===== config.mk =====
export PLATFORM = sky130hd
export DESIGN_NAME = sa_nxn_os
export DESIGN_NICKNAME = d
export VERILOG_FILES = /design/src/rtl/sa_pkg.sv /design/src/rtl/sa_pe.sv /design/src/rtl/sa_nxn_os.sv
export SDC_FILE = /design/constraint.sdc
export NUM_CORES = 1
export LEC_CHECK = 0
export BUFFER_PORTS_ARGS = -buffer_cell sky130_fd_sc_hd__buf_4
export CORE_MARGIN = 2
export CORE_UTILIZATION = 64
export CTS_CLUSTER_DIAMETER = 50
export DETAILED_ROUTE_END_ITERATION = 12
export HOLD_SLACK_MARGIN = 0.06
export PLACE_DENSITY_LB_ADDON = 0.3
export SKIP_CTS_REPAIR_TIMING = 1
export SLEW_MARGIN = 30
export SYNTH_ARGS = -nofsm -noshare
export SYNTH_HDL_FRONTEND = slang
export SYNTH_SLANG_ARGS = --single-unit

===== constraint.sdc =====
create_clock -name clk -period 5.8 [get_ports clk]
set_input_delay 1.16 -clock clk [delete_from_list [all_inputs] [get_ports clk]]
set_output_delay 1.16 -clock clk [all_outputs]
set_load 0.05 [all_outputs]

===== src/rtl/sa_pkg.sv =====
// Shared types and helpers for the N x N output-stationary systolic engine.
package sa_pkg;

    typedef enum logic [1:0] {
        IDLE,
        STREAM,
        DRAIN,
        OUT
    } state_t;

    // Width of the serial result index for an n x n grid.
    function automatic int idx_w(input int n);
        return (n * n > 1) ? $clog2(n * n) : 1;
    endfunction

    // Cycles needed after the last beat for it to reach the far corner PE.
    function automatic int drain_cyc(input int n);
        return 2 * n - 1;
    endfunction

endpackage


===== src/rtl/sa_pe.sv =====
// One processing element: forwards a right and b down through registers and
// accumulates a*b whenever both operands carry a valid tag.
module sa_pe
    import sa_pkg::*;
#(
    parameter int DW = 8,
    parameter int AW = 24
) (
    input  logic          clk,
    input  logic          rst,
    input  logic          clr_i,
    input  logic [DW-1:0] a_i,
    input  logic          av_i,
    input  logic [DW-1:0] b_i,
    input  logic          bv_i,
    output logic [DW-1:0] a_o,
    output logic          av_o,
    output logic [DW-1:0] b_o,
    output logic          bv_o,
    output logic [AW-1:0] acc_o
);

    logic [DW-1:0]   a_q, b_q;
    logic            av_q, bv_q;
    logic [AW-1:0]   acc_q, acc_d;
    logic [2*DW-1:0] prod;

    assign prod = {{DW{1'b0}}, a_i} * {{DW{1'b0}}, b_i};

    // The size cast zero-extends or truncates the product; the sum wraps at AW bits.
    always_comb begin
        acc_d = acc_q;
        if (clr_i) begin
            acc_d = '0;
        end else if (av_i && bv_i) begin
            acc_d = acc_q + AW'(prod);
        end
    end

    always_ff @(posedge clk) begin
        if (rst) begin
            a_q   <= '0;
            b_q   <= '0;
            av_q  <= 1'b0;
            bv_q  <= 1'b0;
            acc_q <= '0;
        end else begin
            a_q   <= a_i;
            b_q   <= b_i;
            av_q  <= av_i;
            bv_q  <= bv_i;
            acc_q <= acc_d;
        end
    end

    assign a_o   = a_q;
    assign av_o  = av_q;
    assign b_o   = b_q;
    assign bv_o  = bv_q;
    assign acc_o = acc_q;

endmodule


===== src/rtl/sa_nxn_os.sv =====
// N x N output-stationary systolic matrix multiplier: skewed operand injection,
// PE grid, control FSM and a serial row-major result port.
module sa_nxn_os
    import sa_pkg::*;
#(
    parameter int N  = 2,
    parameter int DW = 8,
    parameter int AW = 24,
    parameter int KW = 8
) (
    input  logic                  clk,
    input  logic                  rst,
    input  logic                  start,
    input  logic [KW-1:0]         k_len,
    input  logic                  in_valid,
    output logic                  in_ready,
    input  logic [N*DW-1:0]       a_vec,
    input  logic [N*DW-1:0]       b_vec,
    output logic                  out_valid,
    input  logic                  out_ready,
    output logic [AW-1:0]         out_data,
    output logic [idx_w(N)-1:0]   out_idx,
    output logic                  busy,
    output logic                  done
);

    localparam int NN        = N * N;
    localparam int IW        = idx_w(N);
    localparam int DRAIN_CYC = drain_cyc(N);
    localparam int DCW       = $clog2(DRAIN_CYC + 1);

    state_t         state_q, state_d;
    logic [KW-1:0]  k_q, k_d;
    logic [KW-1:0]  cnt_q, cnt_d;
    logic [DCW-1:0] drn_q, drn_d;
    logic [IW-1:0]  idx_q, idx_d;
    logic           done_q, done_d;
    logic           clr;
    logic           beat;

    logic [DW-1:0]  a_h  [N][N+1];
    logic           av_h [N][N+1];
    logic [DW-1:0]  b_v  [N+1][N];
    logic           bv_v [N+1][N];
    logic [AW-1:0]  acc_w [NN];

    assign in_ready  = (state_q == STREAM);
    assign beat      = in_valid && in_ready;
    assign out_valid = (state_q == OUT);
    assign busy      = (state_q != IDLE);
    assign done      = done_q;
    assign out_idx   = idx_q;
    assign out_data  = out_valid ? acc_w[idx_q] : '0;

    always_comb begin
        state_d = state_q;
        k_d     = k_q;
        cnt_d   = cnt_q;
        drn_d   = drn_q;
        idx_d   = idx_q;
        done_d  = 1'b0;
        clr     = 1'b0;
        case (state_q)
            IDLE: begin
                if (start) begin
                    clr     = 1'b1;
                    k_d     = k_len;
                    cnt_d   = '0;
                    idx_d   = '0;
                    state_d = (k_len != '0) ? STREAM : OUT;
                end
            end
            STREAM: begin
                if (beat) begin
                    cnt_d = cnt_q + KW'(1);
                    if (cnt_q + KW'(1) == k_q) begin
                        state_d = DRAIN;
                        drn_d   = '0;
                    end
                end
            end
            DRAIN: begin
                drn_d = drn_q + DCW'(1);
                if (drn_q == DCW'(DRAIN_CYC - 1)) begin
                    state_d = OUT;
                    idx_d   = '0;
                end
            end
            OUT: begin
                if (out_ready) begin
                    if (idx_q == IW'(NN - 1)) begin
                        state_d = IDLE;
                        idx_d   = '0;
                        done_d  = 1'b1;
                    end else begin
                        idx_d = idx_q + IW'(1);
                    end
                end
            end
            default: state_d = IDLE;
        endcase
    end

    always_ff @(posedge clk) begin
        if (rst) begin
            state_q <= IDLE;
            k_q     <= '0;
            cnt_q   <= '0;
            drn_q   <= '0;
            idx_q   <= '0;
            done_q  <= 1'b0;
        end else begin
            state_q <= state_d;
            k_q     <= k_d;
            cnt_q   <= cnt_d;
            drn_q   <= drn_d;
            idx_q   <= idx_d;
            done_q  <= done_d;
        end
    end

    // Row i of A and column i of B are delayed i cycles so operand pairs of the
    // same beat meet in every PE; a non-accepted cycle injects a bubble tag.
    genvar gi, gj;
    generate
        for (gi = 0; gi < N; gi++) begin : g_skew
            if (gi == 0) begin : g_direct
                assign a_h[0][0]  = a_vec[DW-1:0];
                assign av_h[0][0] = beat;
                assign b_v[0][0]  = b_vec[DW-1:0];
                assign bv_v[0][0] = beat;
            end else begin : g_delay
                logic [DW-1:0] a_dl_q  [gi];
                logic          av_dl_q [gi];
                logic [DW-1:0] b_dl_q  [gi];
                logic          bv_dl_q [gi];

                always_ff @(posedge clk) begin
                    if (rst) begin
                        for (int d = 0; d < gi; d++) begin
                            a_dl_q[d]  <= '0;
                            av_dl_q[d] <= 1'b0;
                            b_dl_q[d]  <= '0;
                            bv_dl_q[d] <= 1'b0;
                        end
                    end else begin
                        a_dl_q[0]  <= a_vec[gi*DW +: DW];
                        av_dl_q[0] <= beat;
                        b_dl_q[0]  <= b_vec[gi*DW +: DW];
                        bv_dl_q[0] <= beat;
                        for (int d = 1; d < gi; d++) begin
                            a_dl_q[d]  <= a_dl_q[d-1];
                            av_dl_q[d] <= av_dl_q[d-1];
                            b_dl_q[d]  <= b_dl_q[d-1];
                            bv_dl_q[d] <= bv_dl_q[d-1];
                        end
                    end
                end

                assign a_h[gi][0]  = a_dl_q[gi-1];
                assign av_h[gi][0] = av_dl_q[gi-1];
                assign b_v[0][gi]  = b_dl_q[gi-1];
                assign bv_v[0][gi] = bv_dl_q[gi-1];
            end
        end

        for (gi = 0; gi < N; gi++) begin : g_row
            for (gj = 0; gj < N; gj++) begin : g_col
                sa_pe #(
                    .DW(DW),
                    .AW(AW)
                ) u_pe (
                    .clk   (clk),
                    .rst   (rst),
                    .clr_i (clr),
                    .a_i   (a_h[gi][gj]),
                    .av_i  (av_h[gi][gj]),
                    .b_i   (b_v[gi][gj]),
                    .bv_i  (bv_v[gi][gj]),
                    .a_o   (a_h[gi][gj+1]),
                    .av_o  (av_h[gi][gj+1]),
                    .b_o   (b_v[gi+1][gj]),
                    .bv_o  (bv_v[gi+1][gj]),
                    .acc_o (acc_w[gi*N+gj])
                );
            end
        end
    endgenerate

endmodule


==> results.cfg, run 1 <==
[status]
status = completed

[global_route]
antenna_found_initial = 0
grt_max_degree = 78
track_usage = 0.312
grt-ovfl-total = 0
grt_pass1_wl_um = 71100
grt_pass1_vias = 14307

[yosys]
synth_top_area_cell = fa_1
netlist_area_um2 = 17600
synth_seq_cells = 169
synth_cell_types = 64
ys_async_sr_fraction = 0
yosys-top-cells-area = fa_1 (23%), dfxtp_1 (19%), ha_1 (12%), inv_1 (8.6%), and2_1 (5.9%)
synth_edf_count = 0
synth.most_common_cell = inv_1
syn_inst = 2025
synth.avg_cell_area_um2 = 8.71
synth_top_area_frac = 0.227
synth_ff_type = dfxtp_1
ys_top_cells_by_count = inv_1 (406), fa_1 (200), nand2_1 (193), ha_1 (172), dfxtp_1 (169)
syn_nets = 2442
ys_warn_count = 0
seq_area_frac_synth = 0.192

[worst_hold_path]
hp-class = flop to flop

[die]
rows = 60
start_util = 0.653
fp.dieW_um = 170
die-area_um2 = 28900
fp.coreArea_um2 = 27000
ios = 75
die_y_um = 170

[sta]
setup-tns-final_ps = 0
max_freq_mhz = 186
worst_pin_slew_ps = 897
drv_slew = 0
rsz0062_at_grt = false
period_share = 0.929
finalClockSkew_ps = 11.7
timing.slew.headroom = 0.402
fin_crit_ps = 5390
setup_viol_count_final = 0
hold_violations = 0

[detailed_routing]
ant_nets = 0
viasPerCell = 5.77
dr_total_vias = 13935
wirelength_um = 42600
firstDrtPassIters = 5
drc_errors = 0
wl_per_cell_um = 17.6
drt_iter0_drc = 979

[power]
clkPwrFrac = 0.277
vdd_drop_max_uv = 255
powerDensity_nw_per_um2 = 219
swShare = 0.396
power.internal_mw = 2.51
combPwrFrac = 0.404
leakagePower_nw = 9.28
p_seq_frac = 0.319
switching_power_mw = 1.65

[worst_setup_path]
cp_top_family = adder cells
critPathMaxStageDelay_ps = 530
cpMaxStageDelayCell = fa_1
required_ps = 6170
critPathMostFrequentCell = inv_1
critPathMaxFanout = 8
startpoint = g_row[1].g_col[0].u_pe.a_o[3]
criticalPathCategory = flop to flop
end_kind = flop
r2r_setup_slack_ps = 410
r2r-start = g_row[1].g_col[0].u_pe.a_o[3]
cp-start-kind = flop
endpoint = g_row[1].g_col[1].u_pe.acc_o[21]
rr_worst_depth = 19
cp_cell_sequence = nand2_1 > fa_1 > inv_1 > ha_1 > ha_1 > inv_1 > fa_1 > inv_1 > ha_1 > inv_1 > fa_1 > nor2b_1 > o21ai_0 > a21boi_0 > o22ai_1 > o31ai_1 > a21oi_1 > or3_1 > a21oi_1
path_depth = 19
crit_arrival_ps = 5760
r2r-end = g_row[1].g_col[1].u_pe.acc_o[21]
worst-path-buf-inv = 4

[clock_network]
root_buffer = clkbuf_16
cts_tree = built
numCtsBuffers = 17
clock-sinks = 169
clockBufferDepth = 2
clk_latency_ps = 440
clk_pin_slew_ps = 80
cts_max_level = 4

[place]
portBuffers = 74
gp_congestion = 0.941
hpwl_um = 33200

[cells_and_area]
syn2layout_area_growth_pct = 7.85
insertedDiodeCount = 0
post-route-util = 0.704
nNetsFinal = 2476
drive_gt1_frac = 0.0738

[run]
cap_violations = 0
==> layout make-up <==
type	instances	area [um^2]
tap	341	427
timing repair buffer	81	621
fill	2133	8000
sequential	169	3390
clock buffer	19	443
clock inverter	13	139
multi-input combinational	1384	12500
inverter	406	1520
==> layout by cell type (no fill, tap or decap), drive strengths merged, types with 13 or more instances in the layout <==
master  count
a211oi     25
nor2       96
buf        81
dfxtp     169
fa        200
nand2     194
o21ai      45
clkbuf     19
and2      167
nand4      13
a21o       27
or3        13
xor2       29
mux4       24
xnor2      33
mux2i      34
nor2b      57
nand3      36
inv       411
nand2b     17
a21oi      79
ha        172
==> power by group through the flow <==
stage	clock (mW)	combinational (mW)	sequential (mW)
5_1_grt	1.20	1.90	1.33
3_5_place_dp	0	1.65	1.35
3_3_place_gp	0	1.57	1.35
6_report	1.16	1.68	1.33
2_1_floorplan	0	1.29	1.29
4_1_cts	1.16	1.67	1.32
==> metrics by stage <==
step                      std cells  hold WS [ps]  power (mW)  worst slack (ps)  instance area [um^2]
after floorplan                2025           423        2.58               625                 17600
after global placement         2381           434        2.91               483                 18400
after detailed placement       2381           443        3.00               345                 18400
after CTS                      2413           453        4.16               417                 19000
after global routing           2413           479        4.44               122                 19000
final                          2413           449        4.17               412                 19000
==> sequential cells by signal, indices dropped and copies added (netlist names) <==
name / flops
g_row.g_col.u_pe.acc_o: 96
g_row.g_col.u_pe.a_o: 16
g_row.g_col.u_pe.b_o: 16
cnt_q: 8
g_skew.g_delay.a_dl_q: 8
g_skew.g_delay.b_dl_q: 8
k_q: 8
drn_q: 2
g_row.g_col.u_pe.av_o: 2
out_idx: 2
state_q: 2
done: 1
==> metal layers <==
metal	vias to the layer above	part of all wire	GRT usage
li1	6495	-	-
met1	6892	0.42	0.402
met2	438	0.48	0.526
met3	110	0.053	0.0386
met4	0	0.049	0.151
met5	-	0	0
==> kinds of logic after synthesis <==
kind of cell	after synthesis	share of synthesized area
simple gates	652	0.191
buf+inv	472	0.101
fa+ha+maj	372	0.349
compound gates	240	0.0865
flops	169	0.192
xor+xnor	62	0.0308
mux	58	0.0499
==> worst min path at each step <==
stage              from  cells after the start        to
6_report       drn_q[0]                      1  drn_q[0]
5_1_grt        drn_q[0]                      1  drn_q[0]
4_1_cts        drn_q[0]                      1  drn_q[0]
3_5_place_dp   drn_q[0]                      1  drn_q[0]
3_3_place_gp   drn_q[0]                      1  drn_q[0]
2_1_floorplan  drn_q[0]                      1  drn_q[0]
Note: power is estimated with default switching activity, not from simulation.
==> inputs of run 2 (changes only) <==
--- a/config.mk
+++ b/config.mk
@@ -7,7 +7,7 @@
 export LEC_CHECK = 0
 export BUFFER_PORTS_ARGS = -buffer_cell sky130_fd_sc_hd__buf_4
 export CORE_MARGIN = 2
-export CORE_UTILIZATION = 64
+export CORE_UTILIZATION = 30
 export CTS_CLUSTER_DIAMETER = 50
 export DETAILED_ROUTE_END_ITERATION = 12
 export HOLD_SLACK_MARGIN = 0.06
==> results.cfg, run 2 (synthesis results as in run 1) <==
[cells_and_area]
nNetsFinal = 2486
largest_reg_flops = 96
mostFrequentLayoutCell = inv_1
post-route-util = 0.338
syn2layout_area_growth_pct = 11.1
stdcell_count = 2849
drive_gt1_frac = 0.0778
most-common-layout-cells = inv_1 (406), fa_1 (200), nand2_1 (193), ha_1 (172), dfxtp_1 (167)

[power]
power.internal_mw = 2.46
powerDensity_nw_per_um2 = 209
clkPwrFrac = 0.273
swShare = 0.399
vdd_drop_max_uv = 198
switching_power_mw = 1.63
p_seq_frac = 0.324
combPwrFrac = 0.404
leakagePower_nw = 9.32

[detailed_routing]
dr_total_vias = 13507
viasPerCell = 4.74
ant_nets = 0
wirelength_um = 46100
drc_errors = 0
drt_iter0_drc = 664
wl_per_cell_um = 16.2
firstDrtPassIters = 6

[sta]
timing.slew.headroom = 0.367
rsz0062_at_grt = false
fin_hold_ws_ps = 457
setup-tns-final_ps = 0
hold_violations = 0
fin_crit_ps = 5290
worst_pin_slew_ps = 950
period_share = 0.913
setup_viol_count_final = 0
drv_slew = 0
fin_ws_ps = 506
finalClockSkew_ps = 18.6
max_freq_mhz = 189

[worst_setup_path]
required_ps = 6190
cp-start-kind = flop
r2r-start = g_row[1].g_col[0].u_pe.a_o[3]
startpoint = g_row[1].g_col[0].u_pe.a_o[3]
r2r-end = g_row[1].g_col[1].u_pe.acc_o[23]
rr_worst_depth = 19
r2r_setup_slack_ps = 510
endpoint = g_row[1].g_col[1].u_pe.acc_o[23]
crit_arrival_ps = 5690
criticalPathCategory = flop to flop
critPathMaxFanout = 8
end_kind = flop

[worst_hold_path]
hp-class = flop to flop
hold_depth = 1

[global_route]
grt_pass1_vias = 14016
grt-ovfl-total = 0
antenna_found_initial = 1
grt_max_degree = 76
grt_pass1_wl_um = 76000
track_usage = 0.160

[run]
cap_violations = 0

[die]
die_y_um = 246
ios = 75
rows = 88
fp.coreArea_um2 = 57900
die-area_um2 = 60700
fp.dieW_um = 246
start_util = 0.305

[place]
dp.cells = 2815
portBuffers = 74
dp_slack_ps = 391
gp_congestion = 0.865
hpwl_um = 37800

[clock_network]
cts_max_level = 4
cts_tree = built
clk_latency_ps = 470
clock-sinks = 169
clk_pin_slew_ps = 80
clockBufferDepth = 2
numCtsBuffers = 17
root_buffer = clkbuf_16

[status]
status = completed
run 2: changes by cell type in the layout (fill, tap and decap cells not counted), sizes merged:
cell and change:
clkinv +2, bufinv -1, diode +2, inv -1
buf +10
run 2: how the worst min path moves through the flow:
| stage | from | slack [ps] | endpoint |
|---|---|---|---|
| 2_1_floorplan | drn_q[0] | 420 | drn_q[0] |
| 4_1_cts | drn_q[0] | 450 | drn_q[0] |
| 5_1_grt | drn_q[0] | 480 | drn_q[0] |
| 6_report | drn_q[0] | 460 | drn_q[0] |
| 3_3_place_gp | drn_q[0] | 430 | drn_q[0] |
| 3_5_place_dp | drn_q[0] | 440 | drn_q[0] |
run 2: layer usage:
metal	routed length, um	global-route usage
met5	0	0
met4	871	0.0441
met3	1450	0.0204
met2	23400	0.282
met1	20400	0.205
run 2: power groups by stage:
stage / clock [mW] / combinational [mW] / sequential (mW)
final: 1.12 / 1.65 / 1.33
after global routing: 1.19 / 1.91 / 1.34
after CTS: 1.15 / 1.67 / 1.33
after detailed placement: 0 / 1.66 / 1.35
after global placement: 0 / 1.63 / 1.35
after floorplan: 0 / 1.29 / 1.29
run 2: area by class of cell:
cell class / count / area [um^2]
fill: 6076 / 38300
inverter: 406 / 1520
antenna: 2 / 5.00
sequential: 169 / 3390
tap: 765 / 957
multi-input combinational: 1384 / 12500
timing repair buffer: 91 / 683
clock inverter: 13 / 115
clock buffer: 19 / 443
run 2: through the flow:
stage / instance area, um^2 / power, mW
detailed placement: 19000 / 3.01
finish: 19600 / 4.10
global route: 19600 / 4.43
CTS: 19600 / 4.14
global placement: 19000 / 2.98
floorplan: 17600 / 2.58
run 2: critical path, cell delays in order, from the launching register on:
cell and delay [ps]:
dfxtp_1 520, nand2_1 130, fa_1 530, inv_1 50
ha_1 270, ha_1 270, inv_1 40, fa_1 420
inv_1 70, ha_1 200, inv_1 80, fa_1 470
nor2b_1 130, o21ai_0 110, a21boi_0 350, o22ai_1 250
o31ai_1 470, a21oi_1 290, or3_1 400, a21oi_1 140
==> inputs of run 3 (changes only) <==
--- a/config.mk
+++ b/config.mk
@@ -6,6 +6,7 @@
 export NUM_CORES = 1
 export LEC_CHECK = 0
 export BUFFER_PORTS_ARGS = -buffer_cell sky130_fd_sc_hd__buf_4
+export CORE_ASPECT_RATIO = 0.9
 export CORE_MARGIN = 2
 export CORE_UTILIZATION = 30
 export CTS_CLUSTER_DIAMETER = 50
@@ -16,4 +17,5 @@
 export SLEW_MARGIN = 30
 export SYNTH_ARGS = -nofsm -noshare
 export SYNTH_HDL_FRONTEND = slang
+export SYNTH_HIERARCHICAL = 1
 export SYNTH_SLANG_ARGS = --single-unit
==> results.cfg, run 3 <==
[status]
status = completed

[sta]
max_freq_mhz = 194
drv_slew = 0
timing.slew.headroom = 0.447
worst_pin_slew_ps = 830
fin_crit_ps = 5170
setup-tns-final_ps = 0
rsz0062_at_grt = false
setup_viol_count_final = 0
hold_violations = 0
finalClockSkew_ps = 12.4
period_share = 0.891

[clock_network]
numCtsBuffers = 17
root_buffer = clkbuf_16
cts_max_level = 4
clock-sinks = 172
clk_pin_slew_ps = 80
clk_latency_ps = 490
cts_tree = built
clockBufferDepth = 2

[worst_hold_path]
min_from = k_q[5]
hold_depth = 2
hp-class = flop to flop

[place]
gp_congestion = 0.902
portBuffers = 74
dp.cells = 2987
placed_cell_area_um2 = 19800
hpwl_um = 42100

[die]
fp.coreArea_um2 = 61100
rows = 86
fp.dieW_um = 266
die_y_um = 240
start_util = 0.303
die-area_um2 = 63700
ios = 75

[detailed_routing]
dr_total_vias = 15048
firstDrtPassIters = 6
wirelength_um = 52100
wl_per_cell_um = 17.3
viasPerCell = 4.98
drt_iter0_drc = 1033
drc_errors = 0
ant_nets = 0

[power]
powerDensity_nw_per_um2 = 186
leakagePower_nw = 9.37
vdd_drop_max_uv = 260
p_total_mw = 3.79

[global_route]
grt_max_degree = 60
grt_pass1_vias = 15276
grt_pass1_wl_um = 84400
antenna_found_initial = 2
track_usage = 0.170
grt-ovfl-total = 0

[yosys]
ys_warn_count = 6
synth.avg_cell_area_um2 = 8.47
syn_inst = 2186
netlist_area_um2 = 18500
syn_nets = 2603

[worst_setup_path]
required_ps = 6170
startpoint = g_skew[1].g_delay.b_dl_q[0][7]
rr_worst_depth = 15
end_kind = flop
r2r_setup_slack_ps = 630
crit_arrival_ps = 5540
endpoint = g_row[0].g_col[1].u_pe/acc_o[17]
r2r-start = g_skew[1].g_delay.b_dl_q[0][7]
r2r-end = g_row[0].g_col[1].u_pe/acc_o[17]
criticalPathCategory = flop to flop
critPathMaxFanout = 9
cp-start-kind = flop

[cells_and_area]
drive_gt1_frac = 0.0808
most-common-layout-cells = inv_1 (405), nand2_1 (285), fa_1 (200)
mostFrequentLayoutCell = inv_1
syn2layout_area_growth_pct = 10.3
stdcell_count = 3021
largest_reg_flops = 96
final_area_um2 = 20400
post-route-util = 0.334
nNetsFinal = 2631

[run]
cap_violations = 0
run 3: per-stage QoR:
step	setup WS, ps	hold WS (ps)
after floorplan	452	440
final	633	473
after CTS	689	475
after global routing	411	501
after detailed placement	161	464
after global placement	245	465
run 3: worst max-delay path, cell delays in order (launching register included):
cell,delay (ps)
dfxtp_1,640
nand2_1,160
fa_1,550
fa_1,560
inv_1,60
fa_1,530
inv_1,60
fa_1,570
inv_1,50
ha_1,370
and2_1,200
a221oi_2,360
a21oi_2,170
o41ai_4,430
nor4b_2,260
nor3_1,80
run 3: report_power, final:
group	switching [mW]	total, mW	leakage [nW]	internal, mW
Combinational	0.818	1.30	7.69	0.487
Sequential	0.0805	1.30	1.40	1.22
Clock	0.601	1.19	0.282	0.584
Total	1.50	3.79	9.37	2.29
run 3: layout make-up:
class | instances | area, um^2
antenna | 2 | 5.00
clock buffer | 18 | 439
clock inverter | 14 | 145
fill | 6407 | 40700
inverter | 407 | 1530
multi-input combinational | 1537 | 13300
sequential | 172 | 3450
tap | 792 | 991
timing repair buffer | 79 | 593
run 3: worst min path at each step:
stage / endpoint / slack, ps
2_1_floorplan: g_row[1].g_col[1].u_pe/acc_o[23] / 440
3_5_place_dp: k_q[5] / 460
4_1_cts: k_q[5] / 480
3_3_place_gp: k_q[5] / 460
6_report: k_q[5] / 470
5_1_grt: k_q[5] / 500
run 3: metal layers:
layer	vias up	global-route usage	wire length [um]
li1	7147	-	-
met1	7344	0.239	24500
met2	487	0.259	22600
met3	68	0.0357	3750
met4	2	0.0541	1270
met5	-	0	13
